<file path="src/rtl/tinytpu_mv_engine.sv">
// Serial matrix-vector engine: loads an N x N matrix X and an N-vector Y over LANES-bit links,
// computes Z = X*Y with a single shared MAC (optionally accumulating across runs), and streams Z out.
module tinytpu_mv_engine #(
  parameter int D_W    = 8,
  parameter int N      = 3,
  parameter int LANES  = 1,
  parameter int ACC_W  = 20,
  parameter int SIGNED = 0
) (
  input  logic             clk,
  input  logic             rst,
  input  logic [LANES-1:0] data_in_x,
  input  logic [LANES-1:0] data_in_y,
  input  logic             load_en,
  input  logic             init,
  input  logic             acc_mode,
  input  logic             tx_hold,
  output logic [LANES-1:0] data_out_z,
  output logic             tx_ready,
  output logic             busy,
  output logic             done
);

  localparam int X_BITS  = N * N * D_W;
  localparam int Y_BITS  = N * D_W;
  localparam int L_BEATS = X_BITS / LANES;
  localparam int Y_BEATS = Y_BITS / LANES;
  localparam int T_BEATS = ACC_W / LANES;
  localparam int LB_W    = (L_BEATS > 1) ? $clog2(L_BEATS) : 1;
  localparam int K_W     = (N * N > 1) ? $clog2(N * N) : 1;
  localparam int N_W     = (N > 1) ? $clog2(N) : 1;
  localparam int TB_W    = (T_BEATS > 1) ? $clog2(T_BEATS) : 1;

  localparam logic [LB_W-1:0] L_LAST = LB_W'(L_BEATS - 1);
  localparam logic [LB_W-1:0] Y_END  = LB_W'(Y_BEATS);
  localparam logic [K_W-1:0]  K_LAST = K_W'(N * N - 1);
  localparam logic [N_W-1:0]  N_LAST = N_W'(N - 1);
  localparam logic [TB_W-1:0] T_LAST = TB_W'(T_BEATS - 1);

  typedef enum logic [1:0] {S_IDLE, S_LOAD, S_COMP, S_TX} state_t;

  state_t            r_state;
  logic [X_BITS-1:0] r_x;
  logic [Y_BITS-1:0] r_y;
  logic [ACC_W-1:0]  r_z [N];
  logic [LB_W-1:0]   r_lbeat;
  logic [K_W-1:0]    r_k;
  logic [N_W-1:0]    r_i;
  logic [N_W-1:0]    r_j;
  logic [N_W-1:0]    r_te;
  logic [TB_W-1:0]   r_tbeat;
  logic              r_done;

  // Shift registers fill MSB-first, so element 0 ends up in the top slice.
  logic [D_W-1:0] w_xa [N*N];
  logic [D_W-1:0] w_ya [N];

  for (genvar g = 0; g < N * N; g++) begin : g_xa
    assign w_xa[g] = r_x[(N*N-1-g)*D_W +: D_W];
  end
  for (genvar g = 0; g < N; g++) begin : g_ya
    assign w_ya[g] = r_y[(N-1-g)*D_W +: D_W];
  end

  logic [D_W-1:0]   w_x;
  logic [D_W-1:0]   w_y;
  logic [2*D_W-1:0] w_x_ext;
  logic [2*D_W-1:0] w_y_ext;
  logic [2*D_W-1:0] w_prod;
  logic             w_sign;
  logic [ACC_W-1:0] w_prod_ext;

  assign w_x = w_xa[r_k];
  assign w_y = w_ya[r_j];

  // Operands pre-extended to 2*D_W so a truncated unsigned multiply yields the signed product too.
  if (SIGNED != 0) begin : g_signed
    assign w_x_ext = {{D_W{w_x[D_W-1]}}, w_x};
    assign w_y_ext = {{D_W{w_y[D_W-1]}}, w_y};
    assign w_sign  = w_prod[2*D_W-1];
  end else begin : g_unsigned
    assign w_x_ext = {{D_W{1'b0}}, w_x};
    assign w_y_ext = {{D_W{1'b0}}, w_y};
    assign w_sign  = 1'b0;
  end

  assign w_prod = w_x_ext * w_y_ext;

  if (ACC_W > 2 * D_W) begin : g_ext
    assign w_prod_ext = {{(ACC_W-2*D_W){w_sign}}, w_prod};
  end else begin : g_noext
    assign w_prod_ext = w_prod[ACC_W-1:0];
  end

  logic [ACC_W-1:0] w_zsel;
  logic [31:0]      w_shamt;
  logic [LANES-1:0] w_zbits;

  assign w_zsel  = r_z[r_te];
  assign w_shamt = 32'(T_LAST - r_tbeat) * 32'(LANES);
  assign w_zbits = LANES'(w_zsel >> w_shamt);

  always_ff @(posedge clk) begin
    if (rst) begin
      r_state <= S_IDLE;
      r_x     <= '0;
      r_y     <= '0;
      r_lbeat <= '0;
      r_k     <= '0;
      r_i     <= '0;
      r_j     <= '0;
      r_te    <= '0;
      r_tbeat <= '0;
      r_done  <= 1'b0;
      for (int n = 0; n < N; n++) r_z[n] <= '0;
    end else begin
      r_done <= 1'b0;
      if (init) begin
        // Start or abort: any state restarts loading; acc_mode keeps existing sums.
        r_state <= S_LOAD;
        r_lbeat <= '0;
        r_k     <= '0;
        r_i     <= '0;
        r_j     <= '0;
        r_te    <= '0;
        r_tbeat <= '0;
        if (!acc_mode) begin
          for (int n = 0; n < N; n++) r_z[n] <= '0;
        end
      end else begin
        case (r_state)
          S_IDLE: ;
          S_LOAD: begin
            if (load_en) begin
              r_x <= {r_x[X_BITS-LANES-1:0], data_in_x};
              if (r_lbeat < Y_END) r_y <= {r_y[Y_BITS-LANES-1:0], data_in_y};
              if (r_lbeat == L_LAST) begin
                r_lbeat <= '0;
                r_state <= S_COMP;
              end else begin
                r_lbeat <= r_lbeat + LB_W'(1);
              end
            end
          end
          S_COMP: begin
            r_z[r_i] <= r_z[r_i] + w_prod_ext;
            if (r_k == K_LAST) begin
              r_k     <= '0;
              r_i     <= '0;
              r_j     <= '0;
              r_te    <= '0;
              r_tbeat <= '0;
              r_state <= S_TX;
            end else begin
              r_k <= r_k + K_W'(1);
              if (r_j == N_LAST) begin
                r_j <= '0;
                r_i <= r_i + N_W'(1);
              end else begin
                r_j <= r_j + N_W'(1);
              end
            end
          end
          S_TX: begin
            if (!tx_hold) begin
              if (r_tbeat == T_LAST) begin
                r_tbeat <= '0;
                if (r_te == N_LAST) begin
                  r_te    <= '0;
                  r_state <= S_IDLE;
                  r_done  <= 1'b1;
                end else begin
                  r_te <= r_te + N_W'(1);
                end
              end else begin
                r_tbeat <= r_tbeat + TB_W'(1);
              end
            end
          end
          default: r_state <= S_IDLE;
        endcase
      end
    end
  end

  assign tx_ready   = (r_state == S_TX) && !tx_hold;
  assign data_out_z = tx_ready ? w_zbits : '0;
  assign busy       = (r_state != S_IDLE);
  assign done       = r_done;

endmodule

</file>
<file path="config.mk">
export PLATFORM = sky130hd
export DESIGN_NAME = tinytpu_mv_engine
export DESIGN_NICKNAME = d
export VERILOG_FILES = /design/src/rtl/tinytpu_mv_engine.sv
export SDC_FILE = /design/constraint.sdc
export NUM_CORES = 1
export LEC_CHECK = 0
export BUFFER_PORTS_ARGS = -buffer_cell sky130_fd_sc_hd__buf_2
export CAP_MARGIN = 0
export CORE_MARGIN = 2
export CORE_UTILIZATION = 58
export DETAILED_ROUTE_END_ITERATION = 6
export PLACE_DENSITY_LB_ADDON = 0.12
export SYNTH_ARGS = -nofsm -noshare
export SYNTH_HDL_FRONTEND = slang
export SYNTH_SLANG_ARGS = --single-unit
export TNS_END_PERCENT = 50
</file>
<file path="constraint.sdc">
create_clock -name clk -period 5.19 [get_ports clk]
set_input_delay 0.2595 -clock clk [delete_from_list [all_inputs] [get_ports clk]]
set_output_delay 0.2595 -clock clk [all_outputs]
set_load 0.05 [all_outputs]
</file>
Word level (Yosys, flattened, before mapping):

Memories as Yosys holds them, arrays and structs flattened. A register that Yosys moved wholly into a read port is not among the register bits.
Cells that the tools add are included.

* $mul: 1
* $lt $le $gt $ge: 3
* $add $sub $neg: 8
* reductions and logical operators: 18
* divide/modulo/power cells: 0
* equality and inequality tests: 20
* bitwise logic cells: 8
* shift operators: 1
* multiplexer cells: 51

Operators by type and width (number)
* 20-bit two-way mux: 4
* 2-bit two-way mux: 19
* 8-bit binary-select mux with 4-bit select: 1
* 8-bit two-way mux: 4
* 20-bit by 32-bit right shift with 1-bit output: 1
* 20-bit by 16-bit adder with 20-bit output: 1
* 20-bit OR reduction: 1
* 3-bit != test, second input constant: 6
* 8-bit binary-select mux with 2-bit select: 1
* 8-bit by 8-bit multiplier with 16-bit output: 1
* 5-bit two-way mux: 3
* 1-bit two-way mux: 14
* 7-bit AND reduction: 2
* 2-bit != test, second input constant: 6
* 5-bit one-hot mux with 2 select lines: 1
* 2-bit == test, second input constant: 4
* 4-bit AND reduction: 2
* 7-bit by 1-bit adder with 7-bit output, second input constant: 1
* 7-bit == test, second input constant: 1
* 7-bit by 5-bit < comparator with 1-bit output, second input constant: 1
* 7-bit two-way mux: 1
* 2-bit by 1-bit adder with 2-bit output, second input constant: 3
* 2-bit one-hot mux with 3 select lines: 1
* 3-bit AND reduction: 2
* other kinds (22): 29

* memory bits (writable): 60
* bits in read-only memories: 0
* memories kept: 1
* latch bits: 0
* bits in registers: 121

Memories
* r_z: words 3, width 20, rd ports 2, clocked after memory_dff 2, wr ports 3, line 45 `logic [ACC_W-1:0] r_z [N];`

Logic depth before layout (Yosys ltp):

Gate-level depths: netlist of run 1.

* depth after elaboration: 7
* gate-level depth with buffers: 21

Worst setup path before layout of run 1:

No wires, ideal clock.

* kind: register to register
* from: register r_k[0]
* to: memory r_z[0][18] (data pin)
* buffers on the path: 1
* cell stages (with the launch flop): 20
* clock period less this slack: 5509 ps
* data arrival time: 5244 ps
* setup slack: -319 ps
* path through: dfxtp_1 -> buf_4 -> mux4_2 -> nand2_1 -> a21oi_1 -> a21oi_1 -> nor2_1 -> fa_1 -> fa_1 -> fa_1 -> inv_1 -> fa_1 -> inv_1 -> ha_1 -> a211oi_1 -> o211ai_1 -> a41oi_1 -> o21ai_0 -> xnor2_1 -> nor2_1

RTL lines
* start, declared: line 47 `logic [K_W-1:0] r_k;`
* start signal, assigned: line 155 `r_k <= r_k + K_W'(1);`
* end, declared: line 45

==> results by group, run 1 <==
Run status
  – Run status: finished with violations
  – Violations in the final reports: setup timing

Pwr
  – Switching power summed over all nets: 821.6 µW
  – Total power divided by cell area: 244.7 nW/µm²
  – Proportion of power drawn by combinational gates: 0.059
  – Switching share of power: 0.2261
  – Worst supply voltage drop on vdd: 0.2502 mV
  – Cell Int Power: 2812 µW
  – Proportion of power drawn by the clock network: 0.467
  – PnR Total Power: 3634 µW
  – Leakage power figure: 0.005761 µW
  – Sequential share of power: 0.474

STA
  – Largest clock skew in the final design: 0.01448 ns
  – Post-route clock period utilization: 1.067
  – Slew at the pin closest to its max-slew limit: 1.147 ns
  – Final setup slack of the worst path: -0.3499 ns
  – Number of setup violations in the final report: 44
  – Highest clock frequency the design can meet: 0.1805 GHz
  – Unrepaired setup endpoints after global routing: true
  – Final period demand of the worst path: 5.540 ns
  – Final count of hold timing violations: 0
  – Total count of max-transition violations in the final report: 0
  – Max_slew headroom: 0.2355

Detailed routing
  – Antenna violation net count after detailed routing: 0
  – Routed wire length on met2: 14,900 µm
  – Vias per Instance: 5.654
  – Total iterations of the first detailed-routing run: 5
  – First DRT Iteration DRCs: 575
  – Number of design rule violations left after detail routing: 0
  – Routed wire length per instance: 17.76 µm
  – Met3 Wirelength: 1622 µm
  – Met1 wire length: 12,270 µm
  – Routed vias: 9,385
  – Highest metal used: met4
  – Total detailed-routing wirelength: 29,480 µm

CTS
  – Clock tree root buffer cell: sky130_fd_sc_hd__clkbuf_16
  – Clock tree from TritonCTS: done
  – Number of clock buffers inserted by TritonCTS: 23
  – Clk pin slew, worst setup/hold paths: 0.06 ns
  – Number of clock sinks: 205
  – Insertion delay to the later sink of the worst-skew pair: 0.53 ns
  – Level count of the clock H-tree: 1
  – CTS Buffer Depth: 3

Worst setup path
  – CP endpoint kind: flip-flop
  – Critical path's most frequent cell: sky130_fd_sc_hd__fa_1
  – Buffers plus inverters on the worst setup path: 6
  – Worst setup SP type: flip-flop
  – Maximum fanout along the worst path: 7
  – Required time at the endpoint of the critical path: 5.44 ns
  – Cell family with the largest share of critical-path delay: adder cells
  – Arrival time of the worst setup path: 5.79 ns
  – Critical path class: flip-flop to flip-flop
  – Worst path slowest cell: sky130_fd_sc_hd__mux4_2
  – Cell chain of the critical path: buf_12 -> mux4_2 -> nand2_2 -> a21oi_2 -> a21oi_4 -> buf_6 -> nor2_1 -> fa_1 -> fa_1 -> fa_1 -> inv_2 -> fa_1 -> inv_2 -> ha_4 -> o21a_1 -> o21a_4 -> a211oi_4 -> buf_6 -> nor4_2 -> nor3_2 -> buf_4 -> nor2_1
  – CP max stage delay: 0.54 ns

Layout
  – Storage element area: 4908 µm²
  – Number of nets in the finished design: 1,483
  – Synth-to-layout area growth: 24.11%
  – Share of cells above drive strength 1: 0.2748
  – Number of filler instances in the final layout: 1,444
  – Count of placed standard cells in the final layout, fillers left out: 1,660
  – Area occupied by multi-input gates: 6924 µm²
  – Diode insertion count for antenna repair: 0

Synthesis
  – Fraction of synthesized cell area taken by the top area cell type: 0.2091
  – Cell variety after synth: 50
  – Number of enable flip-flop cells after synthesis: 80
  – Leading post-synthesis cells by cell area: sky130_fd_sc_hd__dfxtp_1, sky130_fd_sc_hd__edfxtp_1, sky130_fd_sc_hd__mux4_2
  – Cell area after technology mapping: 11,970 µm²
  – Most frequently used cell type in the post-synthesis netlist: sky130_fd_sc_hd__nand2_1
  – Cell type with the largest total area after synthesis: sky130_fd_sc_hd__dfxtp_1
  – Post-synthesis instance total: 1,235
  – Average cell area after synthesis: 9.690 µm²
  – Top post-synthesis cells by count: sky130_fd_sc_hd__nand2_1, sky130_fd_sc_hd__a21oi_1, sky130_fd_sc_hd__dfxtp_1
  – Predominant post-synthesis flop cell: sky130_fd_sc_hd__dfxtp_1
  – Synth Register Bits: 205
  – Synth Warn #: 0
  – Post-Synthesis Net Count: 1,345
  – Sequential-to-total area share from yosys stat: 0.4098
  – Async SR Flop Fraction: 0

GRT
  – Vias in the first global route: 9,472
  – All-layer global routing usage: 0.2714
  – Pin count of the biggest net entering global routing: 100
  – GRT overflow: 0
  – Antenna violations before repair: 0
  – First-pass GRT wire length: 47,270 µm

Placed design
  – Setup slack after placement: -0.5347 ns
  – Half-perimeter wire length after placement: 19,660 µm
  – Global placer's final weighted congestion: 0.8420
  – Number of instances in the placed design: 1,589
  – Port bufs: 11

Run
  – Max-capacitance violation count: 0

Floorplan
  – Die W: 147.6 µm
  – # rows: 52
  – Die Area: 21,800 µm²
  – Die Height: 147.6 µm
  – Top-level port count: 12
  – Effective utilization at floorplan: 0.5915
  – Placeable core area: 20,230 µm²

Hold path
  – Type of the worst min-delay path: primary input to flip-flop
==> layout make-up <==
class                      count  area share
sequential                   205      0.3305
multi-input combinational    851      0.4662
clock buffer                  30     0.04532
timing repair buffer         174     0.09662
inverter                     118     0.02982
tap                          270     0.02274
clock inverter                12    0.008845
==> power groups by stage <==
stage | sequential [µW] | clock [µW] | combinational [µW]
final | 1720 | 1700 | 215
after global placement | 1750 | 0 | 184
after detailed placement | 1750 | 0 | 187
after global routing | 1720 | 1780 | 234
after floorplan | 1750 | 0 | 132
after CTS | 1720 | 1710 | 200
==> cells by family after synthesis <==
family	after synthesis	synth area share
AND/OR/NAND/NOR	453	0.1634
flip-flops	205	0.4098
AO/OA/AOI/OAI	198	0.09064
buffers and inverters	179	0.05991
adder cells (fa/ha/maj)	102	0.1380
multiplexers	75	0.1214
XOR/XNOR	23	0.01683
==> final timing paths <==
| path | startpoint | endpoint | slack (ns) | cells past startpoint |
|---|---|---|---|---|
| min reg2reg | r_y[23]$_SDFFE_PP0P_ | r_y[23]$_SDFFE_PP0P_ | 0.46 | 2 |
| min | data_in_x | r_x[0]$_SDFFE_PP0P_ | 0.01 | 3 |
| max reg2reg | r_k[0]$_SDFFE_PP0P_ | r_z[0][17]$_SDFFCE_PN0P_ | -0.35 | 22 |
| max | r_k[0]$_SDFFE_PP0P_ | r_z[0][17]$_SDFFCE_PN0P_ | -0.35 | 22 |
==> state kept, by name, summed over array words and instances (netlist names), named ones only <==
name,cells
r_j,2
r_y,24
r_tbeat,5
r_x,72
r_state,2
r_k,4
done,1
r_te,2
r_i,2
r_z,80
r_lbeat,7
==> metrics by stage <==
step	TNS, ns	util	area (µm²)	hold slack [ns]
floorplan	0	-	12040	0.3359
global route	-17.01	0.7340	14850	0.02816
finish	-9.069	0.7340	14850	0.01234
detailed placement	-19.34	0.6524	13200	0.4477
global placement	-18.43	0.6524	13200	0.4497
CTS	-6.429	0.7162	14490	0.003047
==> cells in the final DEF (no fill, tap or decap), drive strengths merged, types with 50 or more instances in the layout <==
cell type / count
ha: 52
inv: 119
nand2: 246
buf: 172
fa: 50
a21oi: 145
edfxtp: 80
mux4: 56
nor2: 115
dfxtp: 125
==> what timing repair did <==
item | in CTS | in global routing
endpoints found under the hold margin | 2 | 0
gates resized for setup | 74 | 62
endpoints found under the setup margin | 52 | 52
buffers inserted | 20 | 10
pin swaps | 57 | 48
hold buffers | 2 | 0
==> per-layer routing <==
metal,GRT usage,vias up
li1,-,4443
met1,0.3615,4632
met2,0.4670,252
met3,0.03796,58
met4,0.07885,0
met5,0,-
==> worst reg2reg max path: cells and delay by family (launching register included) <==
family | cells | cell delay, ns
flops | 1 | 0.39
simple gates | 5 | 0.42
mux | 1 | 0.54
compound gates | 5 | 0.98
fa+ha+maj | 5 | 2.20
buf+inv | 6 | 0.73
Power figures use the tool's default switching activity.
==> run 2: changes to the inputs <==
--- a/config.mk
+++ b/config.mk
@@ -5,6 +5,7 @@
 export SDC_FILE = /design/constraint.sdc
 export NUM_CORES = 1
 export LEC_CHECK = 0
+export ABC_AREA = 1
 export BUFFER_PORTS_ARGS = -buffer_cell sky130_fd_sc_hd__buf_2
 export CAP_MARGIN = 0
 export CORE_MARGIN = 2
==> run 2 against run 1 <==
  * The run now ends clean
  * Worst hold slack gained 0.0026 ns
  * Synthesized cell count grew 31%
  * Sequential power is essentially flat
  * Power grew 1.6%
  * Setup slack gained 0.39 ns
  * Largest power group is now clock
  * Highest routed layer unchanged
==> results by group, run 2 <==
GRT
  – First-pass GRT wire length: 49,450 µm
  – Highest-utilization routing layer at the global route stage: met2
  – Met1 track demand over resource in global routing: 0.3653
  – Vias in the first global route: 9,883
  – GRT overflow: 0
  – Antenna violations before repair: 0
  – Met2 usage: 0.4666
  – Pin count of the biggest net entering global routing: 99
  – Global-route track usage on met3: 0.03333
  – All-layer global routing usage: 0.2732

Detailed routing
  – Antenna violation net count after detailed routing: 0
  – Routed vias: 10,870
  – Vias per Instance: 5.569
  – Total detailed-routing wirelength: 32,360 µm
  – Routed wire length per instance: 16.59 µm
  – First DRT Iteration DRCs: 927
  – Number of design rule violations left after detail routing: 0
  – Total iterations of the first detailed-routing run: 7

Layout
  – Most flops, register: r_z
  – Highest-count cells in the layout ignoring fill and taps: sky130_fd_sc_hd__nand2_1, sky130_fd_sc_hd__nor2_1, sky130_fd_sc_hd__inv_1, sky130_fd_sc_hd__a21oi_1, sky130_fd_sc_hd__dfxtp_1
  – Registers with the most flip-flops: r_z (80), r_x (72), r_y (24)
  – Final core utilization: 0.6803
  – Final Instance Area: 14,350 µm²
  – Share of cells above drive strength 1: 0.1480
  – Largest register FFs: 80
  – Commonest non-fill, non-tap cell in the layout: sky130_fd_sc_hd__nand2_1
  – Synth-to-layout area growth: 15.04%
  – Diode insertion count for antenna repair: 0
  – Number of nets in the finished design: 1,770

Worst setup path
  – Required time at the endpoint of the critical path: 5.41 ns
  – Critical path class: flip-flop to flip-flop
  – CP endpoint kind: flip-flop
  – Arrival time of the worst setup path: 5.36 ns
  – Startpoint of the worst-slack reg-to-reg timing path: r_k[0]$_SDFFE_PP0P_
  – Worst setup SP type: flip-flop
  – Worst Reg2Reg Path Length in Cells: 24
  – Reg-to-reg setup timing slack: 0.04 ns
  – Endpoint of the most critical register-to-register path: r_z[2][17]$_SDFFCE_PN0P_
  – Maximum fanout along the worst path: 7

CTS
  – Clock tree root buffer cell: sky130_fd_sc_hd__clkbuf_16
  – Level count of the clock H-tree: 1
  – Clock tree from TritonCTS: done
  – Clk pin slew, worst setup/hold paths: 0.06 ns
  – CTS Buffer Depth: 3
  – Insertion delay to the later sink of the worst-skew pair: 0.51 ns
  – Number of clock sinks: 205
  – Number of clock buffers inserted by TritonCTS: 23

Floorplan
  – Die Area: 22,690 µm²
  – # rows: 53
  – Effective utilization at floorplan: 0.5913
  – Die W: 150.6 µm
  – Die Height: 150.6 µm
  – Top-level port count: 12
  – Placeable core area: 21,090 µm²

Synthesis
  – Synth Warn #: 0
  – Async SR Flop Fraction: 0
  – Sequential-to-total area share from yosys stat: 0.3933
  – Cell area after technology mapping: 12,470 µm²
  – Number of enable flip-flop cells after synthesis: 80
  – Average cell area after synthesis: 7.697 µm²
  – Cell variety after synth: 48
  – Fraction of synthesized cell area taken by the top area cell type: 0.2007
  – Most frequently used cell type in the post-synthesis netlist: sky130_fd_sc_hd__nand2_1
  – Synth Register Bits: 205
  – Leading post-synthesis cells by cell area: sky130_fd_sc_hd__dfxtp_1, sky130_fd_sc_hd__edfxtp_1, sky130_fd_sc_hd__nand2_1
  – Post-Synthesis Net Count: 1,730
  – Post-synthesis instance total: 1,620
  – Top post-synthesis cells by count: sky130_fd_sc_hd__nand2_1, sky130_fd_sc_hd__nor2_1, sky130_fd_sc_hd__inv_1
  – Cell type with the largest total area after synthesis: sky130_fd_sc_hd__dfxtp_1
  – Predominant post-synthesis flop cell: sky130_fd_sc_hd__dfxtp_1

Placed design
  – DP Area: 12,850 µm²
  – Global placer's final weighted congestion: 0.9123
  – Port bufs: 11
  – Half-perimeter wire length after placement: 21,370 µm

STA
  – Final period demand of the worst path: 5.146 ns
  – Max_slew headroom: 0.2117
  – Slew at the pin closest to its max-slew limit: 1.182 ns
  – Setup total negative slack: 0 ns
  – Final hold slack: 0.01499 ns
  – Largest clock skew in the final design: 0.01528 ns
  – Number of setup violations in the final report: 0
  – Unrepaired setup endpoints after global routing: true
  – Highest clock frequency the design can meet: 0.1943 GHz
  – Final count of hold timing violations: 0
  – Total count of max-transition violations in the final report: 0
  – Post-route clock period utilization: 0.9915

Pwr
  – PnR Total Power: 3692 µW
  – Worst supply voltage drop on vdd: 0.2990 mV
  – Leakage power figure: 0.005939 µW
  – Total power divided by cell area: 257.4 nW/µm²

Hold path
  – Depth of the worst hold-timing path: 3
  – Endpoint with the worst hold slack: r_y[0]$_SDFFE_PP0P_
  – Type of the worst min-delay path: primary input to flip-flop
  – Hold Crit Start: data_in_y

Run status
  – Run status: finished, final reports clean

Run
  – Max-capacitance violation count: 0
run 2: changes by cell type after synthesis, sizes merged, moves of 18 or more:
cell | previous run | this run
buf | 23 | 51
inv | 118 | 207
mux2i | 18 | 0
mux4 | 56 | 0
nand2 | 246 | 416
nand3 | 3 | 69
nor2 | 115 | 201
o21ai | 23 | 89
run 2: power by group:
group,switching [µW],internal (µW)
logic,153,71.7
clock network,646,1110
registers,13.5,1700
total,813,2880
run 2: kinds of logic (layout without fill, tap and decap cells):
family                   after synthesis  in the layout  synth area share
buffers and inverters                281            337           0.09673
AO/OA/AOI/OAI                        299            299            0.1339
XOR/XNOR                              11             11          0.007727
AND/OR/NAND/NOR                      722            722            0.2359
flip-flops                           205            205            0.3933
adder cells (fa/ha/maj)              102            102            0.1325
run 2: worst max-delay path by stage:
| stage | from | endpoint | slack (ns) | depth (start not counted) |
|---|---|---|---|---|
| after floorplan | r_k[0]$_SDFFE_PP0P_ | r_z[0][17]$_SDFFCE_PN0P_ | 0.31 | 21 |
| after global placement | r_k[0]$_SDFFE_PP0P_ | r_z[2][10]$_SDFFCE_PN0P_ | -0.08 | 22 |
| after detailed placement | r_k[0]$_SDFFE_PP0P_ | r_z[2][11]$_SDFFCE_PN0P_ | -0.20 | 22 |
| after CTS | r_k[0]$_SDFFE_PP0P_ | r_z[0][17]$_SDFFCE_PN0P_ | -0.0006 | 22 |
| after global routing | r_k[0]$_SDFFE_PP0P_ | r_z[0][17]$_SDFFCE_PN0P_ | -0.15 | 24 |
| final | r_k[0]$_SDFFE_PP0P_ | r_z[2][17]$_SDFFCE_PN0P_ | 0.04 | 24 |
run 2: layer usage:
metal	wire length [µm]	part of all wire	vias to the layer above
li1	-	-	5321
met1	13440	0.42	5036
met2	15720	0.49	438
met3	2098	0.065	70
met4	1096	0.034	0
met5	0	0	-
run 2: final cells by class:
type	instances	area [µm²]
Fill cell	1711	6743
Multi-Input combinational cell	1134	6709
Inverter	208	794.5
Sequential cell	205	4910
Timing Repair Buffer	88	775.7
Tap cell	275	344.1
Clock buffer	34	646.9
Clock inverter	7	165.2
run 2: metrics by stage:
stage / cells / worst slack [ns]
global route: 1951 / -0.1494
CTS: 1933 / -0.0006208
detailed placement: 1886 / -0.1973
floorplan: 1620 / 0.3090
finish: 1951 / 0.04389
global placement: 1886 / -0.08159
run 2: worst max-delay path: stages, from the launching register on:
cell and delay, ns:
sky130_fd_sc_hd__dfxtp_4 0.39, sky130_fd_sc_hd__inv_8 0.11, sky130_fd_sc_hd__buf_12 0.12, sky130_fd_sc_hd__o21ai_1 0.06, sky130_fd_sc_hd__o211ai_1 0.26, sky130_fd_sc_hd__o211ai_1 0.17, sky130_fd_sc_hd__nand2_2 0.19, sky130_fd_sc_hd__inv_2 0.08
sky130_fd_sc_hd__nor2_2 0.10, sky130_fd_sc_hd__fa_1 0.44, sky130_fd_sc_hd__fa_1 0.49, sky130_fd_sc_hd__inv_1 0.05, sky130_fd_sc_hd__fa_2 0.34, sky130_fd_sc_hd__fa_1 0.54, sky130_fd_sc_hd__inv_1 0.04, sky130_fd_sc_hd__ha_1 0.33
sky130_fd_sc_hd__inv_1 0.09, sky130_fd_sc_hd__o21ai_0 0.10, sky130_fd_sc_hd__inv_1 0.12, sky130_fd_sc_hd__o21ai_1 0.11, sky130_fd_sc_hd__a21oi_1 0.24, sky130_fd_sc_hd__o21ai_2 0.10, sky130_fd_sc_hd__xor2_1 0.17, sky130_fd_sc_hd__buf_4 0.16
sky130_fd_sc_hd__nor2_1 0.04
run 2: what timing repair did:
action / in CTS / in global routing
hold buffers: 1 / 0
resized for setup: 10 / 120
cloned: 2 / 3
setup endpoints to repair: 48 / 52
endpoints found under the hold margin: 1 / 0
buffers inserted: 3 / 15
pin swaps: 6 / 72
==> run 3: changes to the inputs <==
--- a/config.mk
+++ b/config.mk
@@ -11,7 +11,8 @@
 export CORE_MARGIN = 2
 export CORE_UTILIZATION = 58
 export DETAILED_ROUTE_END_ITERATION = 6
-export PLACE_DENSITY_LB_ADDON = 0.12
+export PLACE_DENSITY = 0.77
+export SETUP_SLACK_MARGIN = 0.15
 export SYNTH_ARGS = -nofsm -noshare
 export SYNTH_HDL_FRONTEND = slang
 export SYNTH_SLANG_ARGS = --single-unit
==> run 3 against run 2 <==
  * Clock power is 5% lower
  * Register-to-register slack gained 0.03 ns
  * Final cell count grew 0.10%
  * Critical endpoint is now r_z[0][17]$_SDFFCE_PN0P_
==> results by group, run 3 (same netlist as run 2, synthesis figures left out) <==
Detailed routing
  – Total detailed-routing wirelength: 32,420 µm
  – Met3 Wirelength: 2421 µm
  – Routed wire length on met2: 15,820 µm
  – Highest metal used: met4
  – Routed vias: 11,140
  – Routed wire length per instance: 16.60 µm
  – Vias per Instance: 5.703
  – First DRT Iteration DRCs: 970
  – Met1 wire length: 13,000 µm
  – Number of design rule violations left after detail routing: 0
  – Total iterations of the first detailed-routing run: 5
  – Antenna violation net count after detailed routing: 0

Floorplan
  – Effective utilization at floorplan: 0.5913
  – Die Height: 150.6 µm
  – # rows: 53
  – Die Area: 22,690 µm²
  – Die W: 150.6 µm
  – Top-level port count: 12
  – Placeable core area: 21,090 µm²

Pwr
  – Cell Int Power: 2772 µW
  – Worst supply voltage drop on vdd: 0.3032 mV
  – Proportion of power drawn by the clock network: 0.463
  – Switching power summed over all nets: 824.3 µW
  – Sequential share of power: 0.476
  – Leakage power figure: 0.005878 µW
  – Switching share of power: 0.2292
  – PnR Total Power: 3596 µW
  – Proportion of power drawn by combinational gates: 0.061
  – Total power divided by cell area: 254.0 nW/µm²

GRT
  – All-layer global routing usage: 0.2784
  – Antenna violations before repair: 0
  – Pin count of the biggest net entering global routing: 99
  – Vias in the first global route: 10,400
  – GRT overflow: 0
  – First-pass GRT wire length: 50,720 µm

STA
  – Final count of hold timing violations: 0
  – Final setup slack of the worst path: 0.07771 ns
  – Highest clock frequency the design can meet: 0.1956 GHz
  – Final period demand of the worst path: 5.112 ns
  – Total count of max-transition violations in the final report: 0
  – Post-route clock period utilization: 0.9850
  – Largest clock skew in the final design: 0.02136 ns
  – Max_slew headroom: 0.1953
  – Final hold slack: 0.04067 ns
  – Setup total negative slack: 0 ns
  – Unrepaired setup endpoints after global routing: true
  – Slew at the pin closest to its max-slew limit: 1.207 ns
  – Number of setup violations in the final report: 0

Worst setup path
  – Critical path class: flip-flop to flip-flop
  – Maximum fanout along the worst path: 6
  – Arrival time of the worst setup path: 5.35 ns
  – Required time at the endpoint of the critical path: 5.42 ns
  – Worst setup SP type: flip-flop
  – CP endpoint kind: flip-flop

Layout
  – Number of nets in the finished design: 1,774
  – Storage element area: 4912 µm²
  – Registers with the most flip-flops: r_z (80), r_x (72), r_y (24)
  – Highest-count cells in the layout ignoring fill and taps: sky130_fd_sc_hd__nand2_1, sky130_fd_sc_hd__inv_1, sky130_fd_sc_hd__nor2_1, sky130_fd_sc_hd__a21oi_1, sky130_fd_sc_hd__dfxtp_1
  – Diode insertion count for antenna repair: 0
  – Area occupied by multi-input gates: 6664 µm²
  – Share of cells above drive strength 1: 0.1371
  – Count of placed standard cells in the final layout, fillers left out: 1,953
  – Most flops, register: r_z
  – Largest register FFs: 80
  – Number of filler instances in the final layout: 1,678
  – Commonest non-fill, non-tap cell in the layout: sky130_fd_sc_hd__nand2_1
  – Synth-to-layout area growth: 13.56%

Placed design
  – Half-perimeter wire length after placement: 22,010 µm
  – Port bufs: 11
  – Setup slack after placement: -0.05975 ns
  – Global placer's final weighted congestion: 0.9621
  – Number of instances in the placed design: 1,902

CTS
  – Level count of the clock H-tree: 1
  – CTS Buffer Depth: 3
  – Clock tree from TritonCTS: done
  – Insertion delay to the later sink of the worst-skew pair: 0.52 ns
  – Clock tree root buffer cell: sky130_fd_sc_hd__clkbuf_16
  – Number of clock buffers inserted by TritonCTS: 23
  – Number of clock sinks: 205
  – Clk pin slew, worst setup/hold paths: 0.06 ns

Run status
  – Run status: finished, final reports clean

Hold path
  – Type of the worst min-delay path: primary input to flip-flop

Run
  – Max-capacitance violation count: 0
## run 3: cell types whose count changed in the layout (fill, tap and decap cells not counted), moves of 4 or more
| cell | change |
|---|---|
| sky130_fd_sc_hd__nand2_1 | +6 |
| sky130_fd_sc_hd__inv_1 | +9 |
| sky130_fd_sc_hd__o21ai_0 | +8 |
| sky130_fd_sc_hd__clkbuf_1 | -5 |
| sky130_fd_sc_hd__buf_4 | +11 |
| sky130_fd_sc_hd__nand2_2 | -4 |
| sky130_fd_sc_hd__o21ai_1 | -6 |
| sky130_fd_sc_hd__nor2_2 | -4 |
| sky130_fd_sc_hd__inv_2 | -8 |
## run 3: area by class of cell
type,count,area share
Multi-Input combinational cell,1134,0.4706
Sequential cell,205,0.3469
Inverter,208,0.05558
Timing Repair Buffer,91,0.04842
Clock buffer,26,0.04144
Tap cell,275,0.02430
Clock inverter,13,0.01219
Timing Repair inverter,1,0.0005302
## run 3: final timing paths
| kind | start | to | slack (ns) | cells past startpoint |
|---|---|---|---|---|
| setup / recovery | r_k[0]$_SDFFE_PP0P_ | r_z[0][17]$_SDFFCE_PN0P_ | 0.08 | 23 |
| hold reg to reg | r_x[71]$_SDFFE_PP0P_ | r_x[71]$_SDFFE_PP0P_ | 0.46 | 2 |
| setup reg to reg | r_k[0]$_SDFFE_PP0P_ | r_z[0][17]$_SDFFCE_PN0P_ | 0.08 | 23 |
| hold / removal | data_in_x | r_x[0]$_SDFFE_PP0P_ | 0.04 | 3 |
## run 3: layer usage
| metal | vias to the layer above | track usage |
|---|---|---|
| met3 | 111 | 0.04303 |
| met5 | - | 0 |
| met2 | 486 | 0.4675 |
| met4 | 0 | 0.1065 |
| met1 | 5212 | 0.3636 |
| li1 | 5328 | - |
## run 3: critical path, stage by stage, from the launching register on
cell                       delay (ns)
sky130_fd_sc_hd__dfxtp_4         0.40
sky130_fd_sc_hd__inv_4           0.06
sky130_fd_sc_hd__buf_4           0.15
sky130_fd_sc_hd__o21ai_0         0.14
sky130_fd_sc_hd__o22ai_1         0.12
sky130_fd_sc_hd__o211ai_1        0.25
sky130_fd_sc_hd__nand2_2         0.14
sky130_fd_sc_hd__inv_2           0.11
sky130_fd_sc_hd__nor2_1          0.06
sky130_fd_sc_hd__fa_1            0.58
sky130_fd_sc_hd__fa_1            0.42
sky130_fd_sc_hd__inv_1           0.08
sky130_fd_sc_hd__fa_2            0.44
sky130_fd_sc_hd__fa_1            0.54
sky130_fd_sc_hd__inv_1           0.06
sky130_fd_sc_hd__ha_4            0.25
sky130_fd_sc_hd__buf_4           0.15
sky130_fd_sc_hd__nand2_2         0.11
sky130_fd_sc_hd__o21ai_0         0.12
sky130_fd_sc_hd__a21oi_1         0.20
sky130_fd_sc_hd__o21ai_2         0.09
sky130_fd_sc_hd__xor2_1          0.15
sky130_fd_sc_hd__buf_4           0.15
sky130_fd_sc_hd__nor2_1          0.05
## run 3: power by group through the flow
stage               sequential, µW  combinational, µW  clock (µW)
floorplan                     1740                145           0
global placement              1740                192           0
detailed placement            1750                198           0
CTS                           1710                204        1680
global route                  1710                240        1750
finish                        1710                219        1670
## run 3: timing repair
action,CTS,global route
resized for setup,34,63
hold buffers,1,0
buffers inserted,4,6
pin swaps,11,23
hold endpoints to repair,1,0
gates cloned,1,0
endpoints found under the setup margin,48,56
## run 3: through the flow
step                      cell area [µm²]    util
after floorplan                     12470       -
after global placement              12960  0.6147
after detailed placement            12960  0.6147
after CTS                           13870  0.6575
after global routing                14160  0.6715
final                               14160  0.6715
